[src/rtl/req_encoder_seq.sv]
`default_nettype none
// ============================================================================
// Module      : req_encoder_seq
// Description : Sequential 16-to-4 encoder. Captures a multi-hot request
//               vector and streams out the index of every set bit, lowest
//               index first, one code per valid/ready transfer.
// Revision    : 1.0 - initial release
// ============================================================================
module req_encoder_seq #(
   parameter int WIDTH  = 16,   // must equal 2**CODE_W
   parameter int CODE_W = 4
) (
   input  logic              clk_in,
   input  logic              rstn_in,
   input  logic [WIDTH-1:0]  req_in,
   input  logic              load_in,
   input  logic              flush_in,
   input  logic              ready_in,
   output logic [CODE_W-1:0] code_out,
   output logic              valid_out,
   output logic              busy_out,
   output logic [CODE_W:0]   count_out,
   output logic              zero_out
);

   typedef enum logic [0:0] {
      ST_IDLE  = 1'b0,
      ST_DRAIN = 1'b1
   } state_t;

   state_t            r_state;
   state_t            w_state_nxt;
   logic [WIDTH-1:0]  r_pending;
   logic [WIDTH-1:0]  w_pending_nxt;
   logic [WIDTH-1:0]  w_pending_clr;
   logic [CODE_W:0]   r_count;
   logic [CODE_W:0]   w_count_nxt;
   logic [CODE_W:0]   w_pop;
   logic              r_zero;
   logic              w_zero_nxt;
   logic [CODE_W-1:0] w_low_idx;

   // Index of the lowest set bit of the pending vector (0 when empty).
   always_comb begin
      w_low_idx = '0;
      for (int i = WIDTH - 1; i >= 0; i--) begin
         if (r_pending[i]) begin
            w_low_idx = CODE_W'(i);
         end
      end
   end

   // Population count of the incoming request vector.
   always_comb begin
      w_pop = '0;
      for (int i = 0; i < WIDTH; i++) begin
         w_pop = w_pop + {{CODE_W{1'b0}}, req_in[i]};
      end
   end

   // Pending vector with its lowest set bit removed (x & (x-1)).
   assign w_pending_clr = r_pending & (r_pending - WIDTH'(1));

   // Next-state and datapath update; flush overrides load and transfer.
   always_comb begin
      w_state_nxt   = r_state;
      w_pending_nxt = r_pending;
      w_count_nxt   = r_count;
      w_zero_nxt    = 1'b0;
      if (flush_in) begin
         w_state_nxt   = ST_IDLE;
         w_pending_nxt = '0;
         w_count_nxt   = '0;
      end else begin
         case (r_state)
            ST_IDLE: begin
               if (load_in) begin
                  if (req_in != '0) begin
                     w_pending_nxt = req_in;
                     w_count_nxt   = w_pop;
                     w_state_nxt   = ST_DRAIN;
                  end else begin
                     w_zero_nxt  = 1'b1;
                     w_count_nxt = '0;
                  end
               end
            end
            ST_DRAIN: begin
               // load_in is deliberately ignored here, even on the final transfer
               if (ready_in) begin
                  w_pending_nxt = w_pending_clr;
                  if (w_pending_clr == '0) begin
                     w_state_nxt = ST_IDLE;
                  end
               end
            end
            default: begin
               w_state_nxt   = ST_IDLE;
               w_pending_nxt = '0;
            end
         endcase
      end
   end

   // State and datapath registers with asynchronous active-low reset.
   always_ff @(posedge clk_in or negedge rstn_in) begin
      if (!rstn_in) begin
         r_state   <= ST_IDLE;
         r_pending <= '0;
         r_count   <= '0;
         r_zero    <= 1'b0;
      end else begin
         r_state   <= w_state_nxt;
         r_pending <= w_pending_nxt;
         r_count   <= w_count_nxt;
         r_zero    <= w_zero_nxt;
      end
   end

   // Outputs derive only from registered state; no input-to-output path.
   assign code_out  = w_low_idx;
   assign valid_out = (r_state == ST_DRAIN);
   assign busy_out  = (r_state == ST_DRAIN);
   assign count_out = r_count;
   assign zero_out  = r_zero;

endmodule
`default_nettype wire

[config.mk]
export PLATFORM = sky130hd
export DESIGN_NAME = req_encoder_seq
export DESIGN_NICKNAME = d
export VERILOG_FILES = /design/src/rtl/req_encoder_seq.sv
export SDC_FILE = /design/constraint.sdc
export NUM_CORES = 1
export LEC_CHECK = 0
export ABC_AREA = 1
export BUFFER_PORTS_ARGS = -buffer_cell sky130_fd_sc_hd__clkbuf_2
export CORE_UTILIZATION = 37
export DETAILED_ROUTE_END_ITERATION = 8
export PLACE_DENSITY = 0.54
export SETUP_SLACK_MARGIN = 0.15
export SLEW_MARGIN = 10
export SYNTH_ARGS = -nofsm -noshare
export SYNTH_HDL_FRONTEND = slang
export SYNTH_SLANG_ARGS = --single-unit
[constraint.sdc]
create_clock -name clk_in -period 4.4 [get_ports clk_in]
set_input_delay 0.22 -clock clk_in [delete_from_list [all_inputs] [get_ports clk_in]]
set_output_delay 0.22 -clock clk_in [all_outputs]
set_load 0.03 [all_outputs]
==> results of run 1 <==
==> cell usage in the layout, fill, tap and decap left out, drive strengths merged <==
master       netlist  final
a21oi              6      6
a31oi              1      1
buf                4      1
clkbuf             1     35
clkinv             1      2
dfrtp             23     23
dlygate4sd3        0      1
fa                10     10
ha                 6      6
inv               60     60
nand2             56     56
nand3             17     17
nand4              3      3
nor2              15     15
nor3               5      5
nor4               4      4
o21ai             32     32
o22ai             11     11
o31ai              1      1
xnor2              2      2
==> what timing repair did <==
item	in CTS	in global routing
hold buffers	1	0
endpoints found under the hold margin	23	0
buffers inserted	0	0
==> cell families after synthesis <==
group                      share of synthesized area
AOI/OAI and AO/OA                              0.150
and+or+nand+nor                                0.246
buffers and inverters                          0.138
adders and majority gates                      0.148
xor gates and xnor gates                     0.00940
DFF                                            0.309
==> sequential cells by signal, summed over array words and instances (netlist names) <==
name       count
busy_out       1
count_out      5
r_pending     16
zero_out       1
==> critical path, stage by stage <==
cell      delay (ns)
clkbuf_2        0.11
inv_1           0.07
fa_1            0.56
fa_1            0.44
fa_1            0.48
fa_1            0.49
inv_1           0.04
ha_1            0.20
fa_1            0.40
xnor2_1         0.15
o22ai_1         0.09
==> through the flow <==
stage	power, mW	hold slack [ns]
final	0.887	0.206
after global routing	0.981	0.247
after CTS	0.902	0.202
after detailed placement	0.763	0.254
after global placement	0.762	0.253
after floorplan	0.642	-0.0756
==> routing by layer <==
| metal | up-vias | GRT usage |
|---|---|---|
| met1 | 762 | 0.289 |
| li1 | 889 | - |
| met2 | 30 | 0.285 |
| met3 | 5 | 0.0193 |
| met5 | - | 0 |
| met4 | 0 | 0.0719 |
==> cells in the mapped netlist, drive strengths merged <==
master   n
clkbuf   1
a21oi    6
nor3     5
o22ai   11
buf      4
a31oi    1
nand2   56
inv     60
nor4     4
o21ai   32
nand3   17
xnor2    2
ha       6
nor2    15
nand4    3
dfrtp   23
fa      10
clkinv   1
o31ai    1
==> worst max-delay path by stage <==
stage,end,slack [ns],cells after the start
final,count_out[2],1.27,11
after detailed placement,count_out[4],0.99,13
after floorplan,count_out[4],1.21,12
after global placement,count_out[4],0.98,13
after CTS,count_out[2],1.26,11
after global routing,count_out[4],1.14,13
==> cell type report <==
cell class / count / area [um2] / share of cell area
Inverter: 61 / 230 / 0.107
Timing Repair Buffer: 34 / 178 / 0.0828
Sequential cell: 23 / 576 / 0.268
Tap cell: 67 / 83.8 / 0.0391
Clock buffer: 3 / 41.3 / 0.0193
Multi-Input combinational cell: 169 / 1030 / 0.481
Clock inverter: 1 / 5.00 / 0.00233
==> power groups by stage <==
stage | Combinational (mW) | Clock [mW] | Sequential (mW)
after floorplan | 0.339 | 0 | 0.303
after global placement | 0.485 | 0 | 0.277
after detailed placement | 0.485 | 0 | 0.278
after CTS | 0.488 | 0.140 | 0.274
after global routing | 0.553 | 0.149 | 0.279
final | 0.478 | 0.136 | 0.274
==> flow_summary.ini, run 1 <==
[drt]
wl_per_cell_um = 12.5
routed-wl-met3_um = 112
wl_met1_mm = 2.37
wl_met2_mm = 1.91
drtIter0Drc = 79
postRouteWirelength_mm = 4.46
drtAntennaViolNets = 0
drt_pre_antenna_iters = 4
viasPerCell = 4.71
top_layer_used = met4
drc = 0
vias = 1686

[sta]
finalHoldViolations = 0
maxSlewViolCount = 0
tns_ns = 0
clock_skew_ns = 0.00499
max_freq_ghz = 0.319
finalCritPeriodShare = 0.712
slew_headroom = 0.569
rsz0062_at_grt = false
tightest_slew_ns = 0.639
setup_violations = 0
fin_ws_ns = 1.27
period_minus_slack_ns = 3.13

[pwr]
power_density_mw_per_mm2 = 414
sequentialPowerShare = 0.308
p_leak_nw = 1.13
p_comb_frac = 0.538
p_clk_frac = 0.153
peakVddDrop_mv = 0.233
p_sw_mw = 0.406
swShare = 0.457
internal_power_mw = 0.482

[final_layout]
final_layout_size_suffix_gt1_frac = 0.172
nNetsFinal = 329
fillers = 524
final_cell_area_mm2 = 0.00214
post-route-util = 0.448
fin_cells = 358
area.growth.synth_to_final_pct = 15.1
diodes = 0

[grt]
grt_pass1_vias = 1648
grt_pass1_wl_mm = 7.75
grt_max_degree = 33
grt-ovfl-total = 0
grtUsageTotal = 0.192
antenna_found_initial = 0

[placed_design]
placed_area_mm2 = 0.00209
post-place-cells = 353
place_congestion = 0.799
io_buffer_count = 32
pre_cts_ws_ns = 0.987
dpl.hpwl_mm = 3.73

[die]
initial_core_util = 0.389
fp.coreArea_mm2 = 0.00479
rows = 25
ioPinCount = 33
die_w_um = 73.0
dieArea_mm2 = 0.00532
die_y_um = 73.0

[yosys]
post-synth-top-area-fraction = 0.309
ys_seq_area_frac = 0.309
synth_cell_types = 28
synthCells = 258
synth_area_leaders = dfrtp_1 (31%), inv_1 (11%), fa_1 (11%)
syn_nets = 295
synth.avg_cell_area_um2 = 7.22
synth_area_mm2 = 0.00186
yosysTopAreaCell = dfrtp_1
yosysWarnings = 0
synth_seq_cells = 23

[setup_path]
required_ns = 4.53
cp.arrival_ns = 3.27
endpoint_kind = register
cp-start-kind = input port
critPathLaunch = req_in[5]
reg2reg_to = r_pending[14]
r2r_start = busy_out
r2r_slack_ns = 2.68
critical_path_class = input port to register
cp_max_fo = 3
worstRegToRegCells = 8

[run_status]
status = finished clean

[flow_run]
maxCapViolCount = 0

[min_path]
holdPathStages = 3
min_from = req_in[0]
min_to = r_pending[0]
hold_path.class = input port to register

[clock_tree]
cts_buffers = 3
cts_repair_resize_count = 0
clk_pin_slew_worst_paths_ns = 0.09
htreeDepth = 1
cts_tree = yes
insertion_delay_ns = 0.27
cts-root-buf = clkbuf_8
clockBufferDepth = 2
clock_sinks = 23
No activity file was read; power rests on OpenSTA's default activity.
==> inputs of run 2 (changes only) <==
==> constraint.sdc (replaced) <==
create_clock -name clk_in -period 3.3 [get_ports clk_in]
set_input_delay 0.165 -clock clk_in [delete_from_list [all_inputs] [get_ports clk_in]]
set_output_delay 0.165 -clock clk_in [all_outputs]
set_load 0.03 [all_outputs]
==> run 2 against run 1 <==
  * Final cell count is 3.4% higher
  * Utilization up 3.0 points
  * Clock-buffer cell count is 1 higher
  * Clock skew grew 0.0032 ns
  * Setup slack lost 1.0 ns
==> flow_summary.ini, run 2 (synthesis results as in run 1) <==
[setup_path]
r2r_start = busy_out
critical_path_class = input port to register
cp-start-kind = input port
cp.arrival_ns = 3.15
endpoint_kind = register
required_ns = 3.42
reg2reg_to = r_pending[11]
r2r_slack_ns = 1.34
cp_max_fo = 2
worstRegToRegCells = 8
cp-endpoint = count_out[2]
critPathLaunch = req_in[7]

[die]
fp.coreArea_mm2 = 0.00479
die_y_um = 73.0
initial_core_util = 0.389
die_w_um = 73.0
rows = 25
ioPinCount = 33
dieArea_mm2 = 0.00532

[sta]
finalHoldViolations = 0
clock_skew_ns = 0.00817
tightest_slew_ns = 0.696
tns_ns = 0
period_minus_slack_ns = 3.03
finalCritPeriodShare = 0.919
rsz0062_at_grt = false
hold_slack_ns = 0.190
setup_violations = 0
maxSlewViolCount = 0
fin_ws_ns = 0.268
max_freq_ghz = 0.330
slew_headroom = 0.531

[clock_tree]
insertion_delay_ns = 0.26
cts_buffers = 3
clockBufferDepth = 2
cts_setup_buffers = 0
htreeDepth = 1
clk_pin_slew_worst_paths_ns = 0.08
cts_tree = yes
clock_sinks = 23
cts-root-buf = clkbuf_8

[drt]
drtAntennaViolNets = 0
routed-wl-met3_um = 110
wl_met1_mm = 2.36
viasPerCell = 4.79
wl_per_cell_um = 12.5
drt_pre_antenna_iters = 4
postRouteWirelength_mm = 4.62
wl_met2_mm = 2.13
drc = 0
vias = 1771
top_layer_used = met4
drtIter0Drc = 105

[placed_design]
place_congestion = 0.780
io_buffer_count = 32
pre_cts_ws_ns = -0.0606
dpl.hpwl_mm = 3.85
post-place-cells = 365

[final_layout]
fin_cells = 370
largest-register = r_pending
mostFrequentLayoutCells = nand2_1 (53), inv_1 (53), clkbuf_2 (29)
diodes = 0
final_layout_size_suffix_gt1_frac = 0.228
nNetsFinal = 341
area.growth.synth_to_final_pct = 22.8
largest_reg_flops = 16

[flow_run]
maxCapViolCount = 0

[grt]
grt_pass1_vias = 1660
grt-ovfl-total = 0
antenna_found_initial = 0
grt_max_degree = 26
grt_pass1_wl_mm = 7.71
grtUsageTotal = 0.189

[pwr]
power_density_mw_per_mm2 = 547
p_leak_nw = 1.20
peakVddDrop_mv = 0.374

[min_path]
hold_path.class = input port to register

[run_status]
status = finished clean
run 2: cell types whose count changed in the layout (fill, tap and decap cells not counted), moves of 2 or more:
| cell | previous run | this run |
|---|---|---|
| buf_4 | 1 | 13 |
| inv_1 | 57 | 53 |
| clkbuf_2 | 32 | 29 |
| inv_2 | 3 | 6 |
| buf_6 | 0 | 2 |
run 2: worst min path at each step:
stage                        from            end  cells past startpoint
after floorplan           rstn_in       busy_out                      0
after global placement    rstn_in  r_pending[12]                      1
after detailed placement  rstn_in  r_pending[11]                      1
after CTS                 load_in       zero_out                      3
after global routing      load_in       zero_out                      3
final                     load_in       zero_out                      3
run 2: timing repair:
item,CTS,global route
hold endpoints to repair,23,0
gates resized for setup,0,15
hold buffers,1,0
endpoints found under the setup margin,0,4
run 2: final cells by class:
type,instances,area (um2)
Tap cell,67,83.8
Fill cell,501,2500
Multi-Input combinational cell,169,1060
Clock buffer,4,45.0
Inverter,61,233
Sequential cell,23,576
Timing Repair Buffer,46,290
run 2: per-stage QoR:
stage               area (um2)  power (mW)   util
finish                    2290        1.25  0.478
global route              2290        1.38  0.478
CTS                       2230        1.22  0.467
detailed placement        2180        1.04  0.455
global placement          2180        1.03  0.455
floorplan                 1860       0.855      -
run 2: layer usage:
| layer | global-route usage | vias to the layer above |
|---|---|---|
| met5 | 0 | - |
| met4 | 0.0458 | 0 |
| met3 | 0.0166 | 2 |
| met2 | 0.303 | 27 |
| met1 | 0.276 | 831 |
| li1 | - | 911 |
run 2: where the power goes:
group / switching (mW) / internal [mW] / total (mW)
clock network: 0.0903 / 0.0861 / 0.176
logic: 0.433 / 0.277 / 0.711
registers: 0.0377 / 0.327 / 0.364
total: 0.561 / 0.690 / 1.25
run 2: critical path, cell delays in order:
cell and delay [ns]:
buf_8 0.08, inv_4 0.03, fa_1 0.52, fa_1 0.57, fa_1 0.43, fa_1 0.53
inv_2 0.05, ha_4 0.16, fa_2 0.38, xnor2_2 0.16, o22ai_1 0.08
==> inputs of run 3 (changes only) <==
--- a/config.mk
+++ b/config.mk
@@ -7,9 +7,9 @@
 export LEC_CHECK = 0
 export ABC_AREA = 1
 export BUFFER_PORTS_ARGS = -buffer_cell sky130_fd_sc_hd__clkbuf_2
-export CORE_UTILIZATION = 37
+export CORE_UTILIZATION = 29
 export DETAILED_ROUTE_END_ITERATION = 8
-export PLACE_DENSITY = 0.54
+export PLACE_DENSITY = 0.44
 export SETUP_SLACK_MARGIN = 0.15
 export SLEW_MARGIN = 10
 export SYNTH_ARGS = -nofsm -noshare
==> run 3 against run 2 <==
  * Via count shrank 3.4%
  * Sequential power hardly changed
  * Register-to-register slack better by 0.04 ns
  * Critical path type unchanged
  * Largest cell class unchanged
  * Largest power group unchanged
  * Highest routed layer unchanged
==> flow_summary.ini, run 3 (synthesis results as in run 1) <==
[min_path]
holdPathStages = 3
hold_path.class = input port to register
min_to = zero_out
min_from = load_in

[die]
fp.coreArea_mm2 = 0.00606
die_w_um = 82.2
dieArea_mm2 = 0.00675
die_y_um = 82.2
ioPinCount = 33
rows = 28
initial_core_util = 0.307

[drt]
drc = 0
drtIter0Drc = 76
drtAntennaViolNets = 0
viasPerCell = 4.52
vias = 1710
drt_pre_antenna_iters = 4
postRouteWirelength_mm = 4.71
wl_per_cell_um = 12.4

[setup_path]
critPathLaunch = req_in[5]
worstRegToRegCells = 8
critical_path_class = input port to register
r2r_start = busy_out
cp_max_fo = 2
cp.arrival_ns = 3.22
cp-start-kind = input port
reg2reg_to = r_pending[14]
required_ns = 3.49
r2r_slack_ns = 1.38
endpoint_kind = register

[pwr]
swShare = 0.453
p_leak_nw = 1.19
p_comb_frac = 0.548
total_power_mw = 1.20
power_density_mw_per_mm2 = 535
internal_power_mw = 0.658
p_clk_frac = 0.150
p_sw_mw = 0.545
sequentialPowerShare = 0.302
peakVddDrop_mv = 0.251

[sta]
finalHoldViolations = 0
slew_headroom = 0.550
finalCritPeriodShare = 0.918
tightest_slew_ns = 0.667
clock_skew_ns = 0.00527
rsz0062_at_grt = false
maxSlewViolCount = 0
setup_violations = 0
max_freq_ghz = 0.330
hold_slack_ns = 0.157
period_minus_slack_ns = 3.03

[final_layout]
final_cell_area_mm2 = 0.00225
mostFrequentLayoutCells = inv_1 (57), nand2_1 (53), clkbuf_2 (32)
largest_reg_flops = 16
area.growth.synth_to_final_pct = 20.6
final_layout_size_suffix_gt1_frac = 0.208
diodes = 0
final_common_cell = inv_1
nNetsFinal = 341
largest-register = r_pending

[clock_tree]
cts_buffers = 3
insertion_delay_ns = 0.27
clock_sinks = 23
clockBufferDepth = 2
cts_tree = yes
cts_setup_buffers = 0
htreeDepth = 1
cts-root-buf = clkbuf_8
clk_pin_slew_worst_paths_ns = 0.09

[placed_design]
dpl.hpwl_mm = 3.96
io_buffer_count = 32
place_congestion = 0.779
placed_area_mm2 = 0.00219

[grt]
grt_pass1_wl_mm = 7.73
grtUsageTotal = 0.156
grt-ovfl-total = 0
grt_max_degree = 25
grt_pass1_vias = 1634
antenna_found_initial = 0

[flow_run]
maxCapViolCount = 0

[run_status]
status = finished clean
-- run 3: through the flow --
step           instances  worst slack [ns]  TNS [ns]   util
6_report             378             0.270         0  0.371
5_1_grt              378             0.151         0  0.371
4_1_cts              378             0.223         0  0.370
3_5_place_dp         373           -0.0627    -0.114  0.361
3_3_place_gp         373           -0.0579    -0.117  0.361
2_1_floorplan        258             0.165         0      -
-- run 3: worst max-delay path by stage --
stage,depth (start not counted),end
detailed placement,11,count_out[2]
global placement,11,count_out[2]
global route,13,count_out[3]
floorplan,12,count_out[4]
finish,11,count_out[1]
CTS,11,count_out[2]
-- run 3: final cells by class --
type	count	area (um2)
fillers	685	3810
multi-input cells	169	1030
flip-flops and latches	23	576
repair buffers	46	268
inverters	61	230
well taps	75	93.8
clock buffers	3	41.3
clock inverters	1	5.00
-- run 3: power groups by stage --
stage                     Sequential (mW)  Clock [mW]  Combinational, mW
after floorplan                     0.404           0              0.451
after global placement              0.370           0              0.675
after detailed placement            0.370           0              0.667
after CTS                           0.365       0.193              0.671
after global routing                0.371       0.200              0.756
final                               0.364       0.180              0.659
-- run 3: layer usage --
metal | vias up | track usage | wire length (um)
met5 | - | 0 | 0
met4 | 0 | 0.0474 | 28
met3 | 2 | 0.0330 | 236
met2 | 26 | 0.244 | 2120
met1 | 771 | 0.214 | 2320
li1 | 911 | - | -
-- run 3: worst max-delay path, stage by stage --
cell and delay (ns):
clkbuf_2 0.09, inv_1 0.06, fa_1 0.56, fa_1 0.44, fa_1 0.48, fa_1 0.50, inv_1 0.04, ha_1 0.20
fa_2 0.52, inv_1 0.04, o22ai_1 0.11
-- run 3: repair_timing --
action                                  in CTS  in global routing
endpoints found under the setup margin       0                  2
hold buffers                                 1                  0
hold endpoints to repair                    23                  0
resized for setup                            0                  1
